==> src/rtl/pixel_pkg.sv <==
// Shared types for the pixel reorder queue.
//
// Holds the default coordinate and colour widths, the matching scalar types,
// and the entry record moved between the engines and the combinator.
// Modules take their parameter defaults from here, so the typed view and the
// default-parameter RTL always agree.
package pixel_pkg;

   localparam int PIX_DATA_WIDTH = 10;
   localparam int PIX_RBG_SIZE   = 24;

   typedef logic [PIX_DATA_WIDTH-1:0] coord_t;
   typedef logic [PIX_RBG_SIZE-1:0]   colour_t;

   typedef struct packed {
      colour_t colour;
      coord_t  x;
      coord_t  y;
   } pixel_entry_t;

endpackage

==> src/rtl/pixel_fifo.sv <==
// One channel of the pixel reorder queue.
//
// This is a circular FIFO holding (colour, x, y) entries. When DEDUP is set, a
// push whose x equals the last accepted x is consumed but not stored.
//
// Ports:
//   clk, reset                    clock, synchronous active-low reset
//   push_valid / push_ready       push handshake; push_ready = not full
//   push_colour, push_x, push_y   entry offered by the engine
//   pop                           remove the head (ignored when empty)
//   head_colour, head_x, head_y   current head entry (valid when !empty)
//   empty, full                   occupancy flags
module pixel_fifo
   import pixel_pkg::*;
#(
   parameter int DATA_WIDTH = PIX_DATA_WIDTH,
   parameter int RBG_SIZE   = PIX_RBG_SIZE,
   parameter int QUEUE_SIZE = 8,
   parameter int DEDUP      = 1
) (
   input  logic                  clk,
   input  logic                  reset,
   input  logic                  push_valid,
   output logic                  push_ready,
   input  logic [RBG_SIZE-1:0]   push_colour,
   input  logic [DATA_WIDTH-1:0] push_x,
   input  logic [DATA_WIDTH-1:0] push_y,
   input  logic                  pop,
   output logic [RBG_SIZE-1:0]   head_colour,
   output logic [DATA_WIDTH-1:0] head_x,
   output logic [DATA_WIDTH-1:0] head_y,
   output logic                  empty,
   output logic                  full
);

   localparam int PW = $clog2(QUEUE_SIZE);
   localparam int CW = $clog2(QUEUE_SIZE + 1);

   logic [RBG_SIZE-1:0]   colour_mem [QUEUE_SIZE];
   logic [DATA_WIDTH-1:0] x_mem      [QUEUE_SIZE];
   logic [DATA_WIDTH-1:0] y_mem      [QUEUE_SIZE];

   logic [PW-1:0]         rd_ptr;
   logic [PW-1:0]         wr_ptr;
   logic [CW-1:0]         count;
   logic [DATA_WIDTH-1:0] last_x;
   logic                  last_valid;

   logic do_push;
   logic do_store;
   logic do_pop;
   logic is_dup;

   assign empty      = (count == '0);
   assign full       = (count == CW'(QUEUE_SIZE));
   // Readiness depends only on occupancy, never on a same-cycle pop.
   assign push_ready = !full;

   assign is_dup   = (DEDUP != 0) && last_valid && (push_x == last_x);
   assign do_push  = push_valid && push_ready;
   assign do_store = do_push && !is_dup;
   assign do_pop   = pop && !empty;

   assign head_colour = colour_mem[rd_ptr];
   assign head_x      = x_mem[rd_ptr];
   assign head_y      = y_mem[rd_ptr];

   // Storage needs no reset; only slots behind the pointers are ever read.
   always_ff @(posedge clk) begin
      if (reset && do_store) begin
         colour_mem[wr_ptr] <= push_colour;
         x_mem[wr_ptr]      <= push_x;
         y_mem[wr_ptr]      <= push_y;
      end
   end

   // QUEUE_SIZE is a power of two, so the pointers wrap naturally.
   always_ff @(posedge clk) begin
      if (!reset) begin
         rd_ptr     <= '0;
         wr_ptr     <= '0;
         count      <= '0;
         last_x     <= '0;
         last_valid <= 1'b0;
      end else begin
         if (do_store) wr_ptr <= wr_ptr + 1'b1;
         if (do_pop)   rd_ptr <= rd_ptr + 1'b1;
         case ({do_store, do_pop})
            2'b10:   count <= count + 1'b1;
            2'b01:   count <= count - 1'b1;
            default: count <= count;
         endcase
         // A dropped duplicate still counts as accepted; its x equals last_x anyway.
         if (do_push) begin
            last_x     <= push_x;
            last_valid <= 1'b1;
         end
      end
   end

endmodule

==> src/rtl/pixel_reorder_queue.sv <==
// Pixel reorder queue: engine channels feed independent FIFOs. The combinator
// asks for the next coordinate (xpixel_check, ypixel_check). The lowest-index
// non-empty channel whose head matches that coordinate is popped into a
// registered output stage.
//
// Handshake: a push on channel c happens when in_valid[c] && in_ready[c]. The
// output transfers when out_valid && out_ready. While out_valid is high and
// out_ready is low, the outputs are held stable.
//
// Ports:
//   clk, reset                        clock, synchronous active-low reset
//   in_valid, in_ready                per-channel push handshake
//   colour_i, xpixel_i, ypixel_i      packed per-channel push data
//   xpixel_check, ypixel_check        coordinate the combinator wants next
//   out_ready, out_valid              output handshake
//   colour_o, xpixel_o, ypixel_o      registered output entry
//   match                             some non-empty head equals the check coordinate
//   full_queue, empty                 per-channel occupancy flags
//   stall                             all channels occupied, nothing matches, output idle
module pixel_reorder_queue
   import pixel_pkg::*;
#(
   parameter int DATA_WIDTH = PIX_DATA_WIDTH,
   parameter int RBG_SIZE   = PIX_RBG_SIZE,
   parameter int QUEUE_SIZE = 8,
   parameter int NUM_CH     = 4,
   parameter int DEDUP      = 1
) (
   input  logic                         clk,
   input  logic                         reset,
   input  logic [NUM_CH-1:0]            in_valid,
   output logic [NUM_CH-1:0]            in_ready,
   input  logic [NUM_CH*RBG_SIZE-1:0]   colour_i,
   input  logic [NUM_CH*DATA_WIDTH-1:0] xpixel_i,
   input  logic [NUM_CH*DATA_WIDTH-1:0] ypixel_i,
   input  logic [DATA_WIDTH-1:0]        xpixel_check,
   input  logic [DATA_WIDTH-1:0]        ypixel_check,
   input  logic                         out_ready,
   output logic                         out_valid,
   output logic [RBG_SIZE-1:0]          colour_o,
   output logic [DATA_WIDTH-1:0]        xpixel_o,
   output logic [DATA_WIDTH-1:0]        ypixel_o,
   output logic                         match,
   output logic [NUM_CH-1:0]            full_queue,
   output logic [NUM_CH-1:0]            empty,
   output logic                         stall
);

   logic [RBG_SIZE-1:0]   head_colour [NUM_CH];
   logic [DATA_WIDTH-1:0] head_x      [NUM_CH];
   logic [DATA_WIDTH-1:0] head_y      [NUM_CH];

   logic [NUM_CH-1:0]     hit;
   logic [NUM_CH-1:0]     sel_onehot;
   logic [NUM_CH-1:0]     pop;
   logic                  fire;
   logic [RBG_SIZE-1:0]   sel_colour;
   logic [DATA_WIDTH-1:0] sel_x;
   logic [DATA_WIDTH-1:0] sel_y;

   for (genvar c = 0; c < NUM_CH; c++) begin : g_ch
      pixel_fifo #(
         .DATA_WIDTH (DATA_WIDTH),
         .RBG_SIZE   (RBG_SIZE),
         .QUEUE_SIZE (QUEUE_SIZE),
         .DEDUP      (DEDUP)
      ) u_fifo (
         .clk         (clk),
         .reset       (reset),
         .push_valid  (in_valid[c]),
         .push_ready  (in_ready[c]),
         .push_colour (colour_i[c*RBG_SIZE +: RBG_SIZE]),
         .push_x      (xpixel_i[c*DATA_WIDTH +: DATA_WIDTH]),
         .push_y      (ypixel_i[c*DATA_WIDTH +: DATA_WIDTH]),
         .pop         (pop[c]),
         .head_colour (head_colour[c]),
         .head_x      (head_x[c]),
         .head_y      (head_y[c]),
         .empty       (empty[c]),
         .full        (full_queue[c])
      );
   end

   // Empty channels are excluded, so stale storage can never match.
   always_comb begin
      hit = '0;
      for (int c = 0; c < NUM_CH; c++) begin
         hit[c] = !empty[c] && (head_x[c] == xpixel_check) && (head_y[c] == ypixel_check);
      end
   end

   // Isolate the lowest set bit: the lowest matching channel wins.
   assign sel_onehot = hit & (~hit + NUM_CH'(1));
   assign match      = |hit;
   assign fire       = match && (!out_valid || out_ready);
   assign pop        = sel_onehot & {NUM_CH{fire}};
   assign stall      = (&(~empty)) && !match && !out_valid;

   // OR-mux is safe because sel_onehot has at most one bit set.
   always_comb begin
      sel_colour = '0;
      sel_x      = '0;
      sel_y      = '0;
      for (int c = 0; c < NUM_CH; c++) begin
         if (sel_onehot[c]) begin
            sel_colour = sel_colour | head_colour[c];
            sel_x      = sel_x | head_x[c];
            sel_y      = sel_y | head_y[c];
         end
      end
   end

   always_ff @(posedge clk) begin
      if (!reset) begin
         out_valid <= 1'b0;
         colour_o  <= '0;
         xpixel_o  <= '0;
         ypixel_o  <= '0;
      end else if (fire) begin
         out_valid <= 1'b1;
         colour_o  <= sel_colour;
         xpixel_o  <= sel_x;
         ypixel_o  <= sel_y;
      end else if (out_ready) begin
         out_valid <= 1'b0;
      end
   end

endmodule

==> config.mk <==
export PLATFORM = sky130hd
export DESIGN_NAME = pixel_reorder_queue
export DESIGN_NICKNAME = d
export VERILOG_FILES = /design/src/rtl/pixel_pkg.sv /design/src/rtl/pixel_fifo.sv /design/src/rtl/pixel_reorder_queue.sv
export SDC_FILE = /design/constraint.sdc
export NUM_CORES = 2
export LEC_CHECK = 0
export CORE_AREA = 2 2 338 340
export DETAILED_ROUTE_END_ITERATION = 8
export DIE_AREA = 0 0 340 342
export PLACE_DENSITY_LB_ADDON = 0.25
export SLEW_MARGIN = 20
export SYNTH_ARGS = -nofsm -noshare
export SYNTH_HDL_FRONTEND = slang
export SYNTH_SLANG_ARGS = --single-unit
==> constraint.sdc <==
create_clock -name clk -period 15.15 [get_ports clk]
set_input_delay 1.515 -clock clk [delete_from_list [all_inputs] [get_ports clk]]
set_output_delay 1.515 -clock clk [all_outputs]
set_load 0.05 [all_outputs]
==> metrics.txt <==
first-pass GRT wire length=224 mm; Final ANT Viol Nets=0; Arr. time, crit path=6000 ps; Worst-Margin Slew=1150 ps; Max Root-Sink Buffers=3; Clock Skews=36.4 ps; Crit Path Category=register to primary output; worst stage delay on the critical path=870 ps; Hold-fix buffers, CTS=0; PostCTS Resize Cnt=0; share of layout cells above drive strength 1=0.180; hold path cells=2; Hold Crit Class=register to register; pin count of the biggest net entering global routing=73; post-CTS setup buffers=0; RSZ-0062 raised after global routing=no; Max-Cap Viols=0; DP Area=65800 um2; Post-Route WL=155 mm; synth warn=0; Max IR drop VDD=127 uV; # port buffers=261; fin area=71000 um2; Seq/Total Area, Yosys=0.734; FF+latch area=45100 um2; antenna violations before repair=20; Initial Util=0.544; Worst-Skew Late Latency=780 ps; total CTS buffers=156; Mapped Area=61500 um2; Multi-input gate area=15600 um2; Final Max Slew Viols=0; number of synthesized flops with an enable pin=1408; Rel. slew slack=0.236; Die X=340 um; final setup margin=7640 ps; Layout Nets=3800; Syn Inst Count=3288; Layout area overhead=15.5%; status=complete, no violations; drt first pass iters=6; setup tns final=0 ps; Rows=124; crit-path max FO=43; hpwl dp=98.9 mm; syn nets=3515; asr flop ratio synth=0; setup violators final=0; CP cell instances=buf_4, mux4_2, mux2i_1, xnor2_1, or3_1, nor4_1, nand4_1, nand4_1, clkdlybuf4s50_1; Core Box Area=113000 um2; Fmax=0.133 GHz; R2R Setup Slk=8530 ps; Period minus WS final=7510 ps; filler instances=7652; Hold Path Origin=g_ch[2].u_fifo.rd_ptr[2]$_SDFFE_PN0N_; CTS tree=yes; DR vias/cell=6.25; Avg Cell Area, Syn=18.7 um2; Buf/Inv on CP=2; Hold WS=459 ps; total gr overflow=0; CP max-delay cell=clkdlybuf4s50_1; vias in the first global route=32300; Sink Count=1549; CP most frequent cell=nand4_1; Worst path top cell family by delay=simple AND/OR/NAND/NOR gates; Total GRT Usage=0.267; Netlist cell types=57; die height=342 um; critical path endpoint category=primary output; PwrDens=126 nW/um2; Clock Tree Root=clkbuf_16; Worst EP required=13640 ps; Area contributors post-synth=edfxtp_1 (69%), mux4_2 (9.6%), dfxtp_1 (4.6%); worst slack, placed=8500 ps; CP Launch Type=register; die area=116000 um2; GP Congestion=0.919; H-tree depth=4; Final Cycle Share=0.496; register bit total from synthesis=1549; # DRC=0; commonest non-fill, non-tap cell in the layout=edfxtp_1; top cell type's share of synthesized area=0.688; Yosys top cell by area=edfxtp_1; Routed WL per cell=29.7 um; highest-count cells in the layout ignoring fill and taps=edfxtp_1 (1408), mux4_2 (263), clkdlybuf4s50_1 (260); path depth of the worst reg2reg path=17; initial DRC count=3471; Synth Flop Type=edfxtp_1; IO Count=262; Reg clk slew, reported paths=60 ps; reg2reg end=g_ch[3].u_fifo.count[3]$_SDFFE_PN0P_; Leakage=22.4 nW; Via Count=32600; Final Hold Fails=0
## registers in the layout, indices dropped and copies added, names as in the netlist, 4 cells and up, named ones only
register and cells:
colour_o 24, g_ch.u_fifo.colour_mem 768, g_ch.u_fifo.count 16, g_ch.u_fifo.last_valid 4, g_ch.u_fifo.last_x 40, g_ch.u_fifo.rd_ptr 12
g_ch.u_fifo.wr_ptr 12, g_ch.u_fifo.x_mem 320, g_ch.u_fifo.y_mem 320, xpixel_o 10, ypixel_o 10
## cells in the mapped netlist, drive strengths merged, types with 10 or more instances
| master | count |
|---|---|
| a22o | 16 |
| a21oi | 68 |
| mux2i | 241 |
| clkbuf | 98 |
| xor2 | 53 |
| nand2b | 13 |
| a211oi | 26 |
| a221oi | 13 |
| xnor2 | 76 |
| mux2 | 50 |
| inv | 29 |
| nand3 | 12 |
| o311a | 10 |
| and2 | 21 |
| o211a | 44 |
| or4 | 15 |
| o22ai | 10 |
| nand4 | 20 |
| o21ai | 15 |
| ha | 20 |
| nor4 | 54 |
| o221ai | 45 |
| nor3 | 26 |
| a311oi | 35 |
| or3 | 15 |
| nor2 | 90 |
| mux4 | 263 |
| edfxtp | 1408 |
| a22oi | 40 |
| nor2b | 35 |
| buf | 102 |
| nand2 | 135 |
| dfxtp | 141 |
## worst min-delay path, cell delays in order (launching register included)
cell and delay (ps):
dfxtp_1 300, o21ai_0 60, a21oi_1 80
## cell families (layout without fill, tap and decap cells)
logic type / count (synthesis) / count (layout) / share of synthesized area
AO/OA/AOI/OAI: 346 / 346 / 0.0436
buffers and inverters: 230 / 649 / 0.0167
adder cells (fa/ha/maj): 24 / 24 / 0.00537
multiplexers: 554 / 554 / 0.145
flip-flops: 1549 / 1549 / 0.734
other: 0 / 5 / 0
XOR/XNOR: 129 / 129 / 0.0184
AND/OR/NAND/NOR: 456 / 456 / 0.0376
## through the flow
stage | power [mW] | util | cells
after floorplan | 4.97 | - | 3288
after global placement | 5.15 | 0.582 | 4927
after detailed placement | 5.17 | 0.582 | 4927
after CTS | 8.97 | 0.628 | 5219
after global routing | 9.17 | 0.628 | 5222
final | 8.92 | 0.628 | 5224
## power by group
| group | switching [mW] | internal, mW | leakage [nW] |
|---|---|---|---|
| combinational | 0.214 | 0.120 | 5.98 |
| sequential | 0.0232 | 4.73 | 13.9 |
| clock | 1.60 | 2.23 | 2.49 |
| total | 1.84 | 7.08 | 22.4 |
## final cells by class
cell class / count / share of cell area
inverter: 30 / 0.00160
antenna: 5 / 0.000176
timing repair buffer: 327 / 0.0438
clock buffer: 207 / 0.0596
multi-input combinational: 1509 / 0.220
clock inverter: 85 / 0.0129
tap: 1512 / 0.0266
sequential: 1549 / 0.636
## worst max-delay path by stage
stage	cells after the start	slack, ps	endpoint
CTS	9	7640	match
finish	9	7640	match
global placement	9	8490	match
detailed placement	9	8500	match
floorplan	5	8090	g_ch[1].u_fifo.colour_mem[0][0]$_DFFE_PP_
global route	9	7420	match
## per-layer routing
layer	up-vias	track usage	part of all wire
met3	244	0.0649	0.091
met5	-	0	0.0011
li1	13900	-	-
met2	1443	0.425	0.48
met4	24	0.0769	0.026
met1	17000	0.370	0.40
No activity file was read; power rests on OpenSTA's default activity.
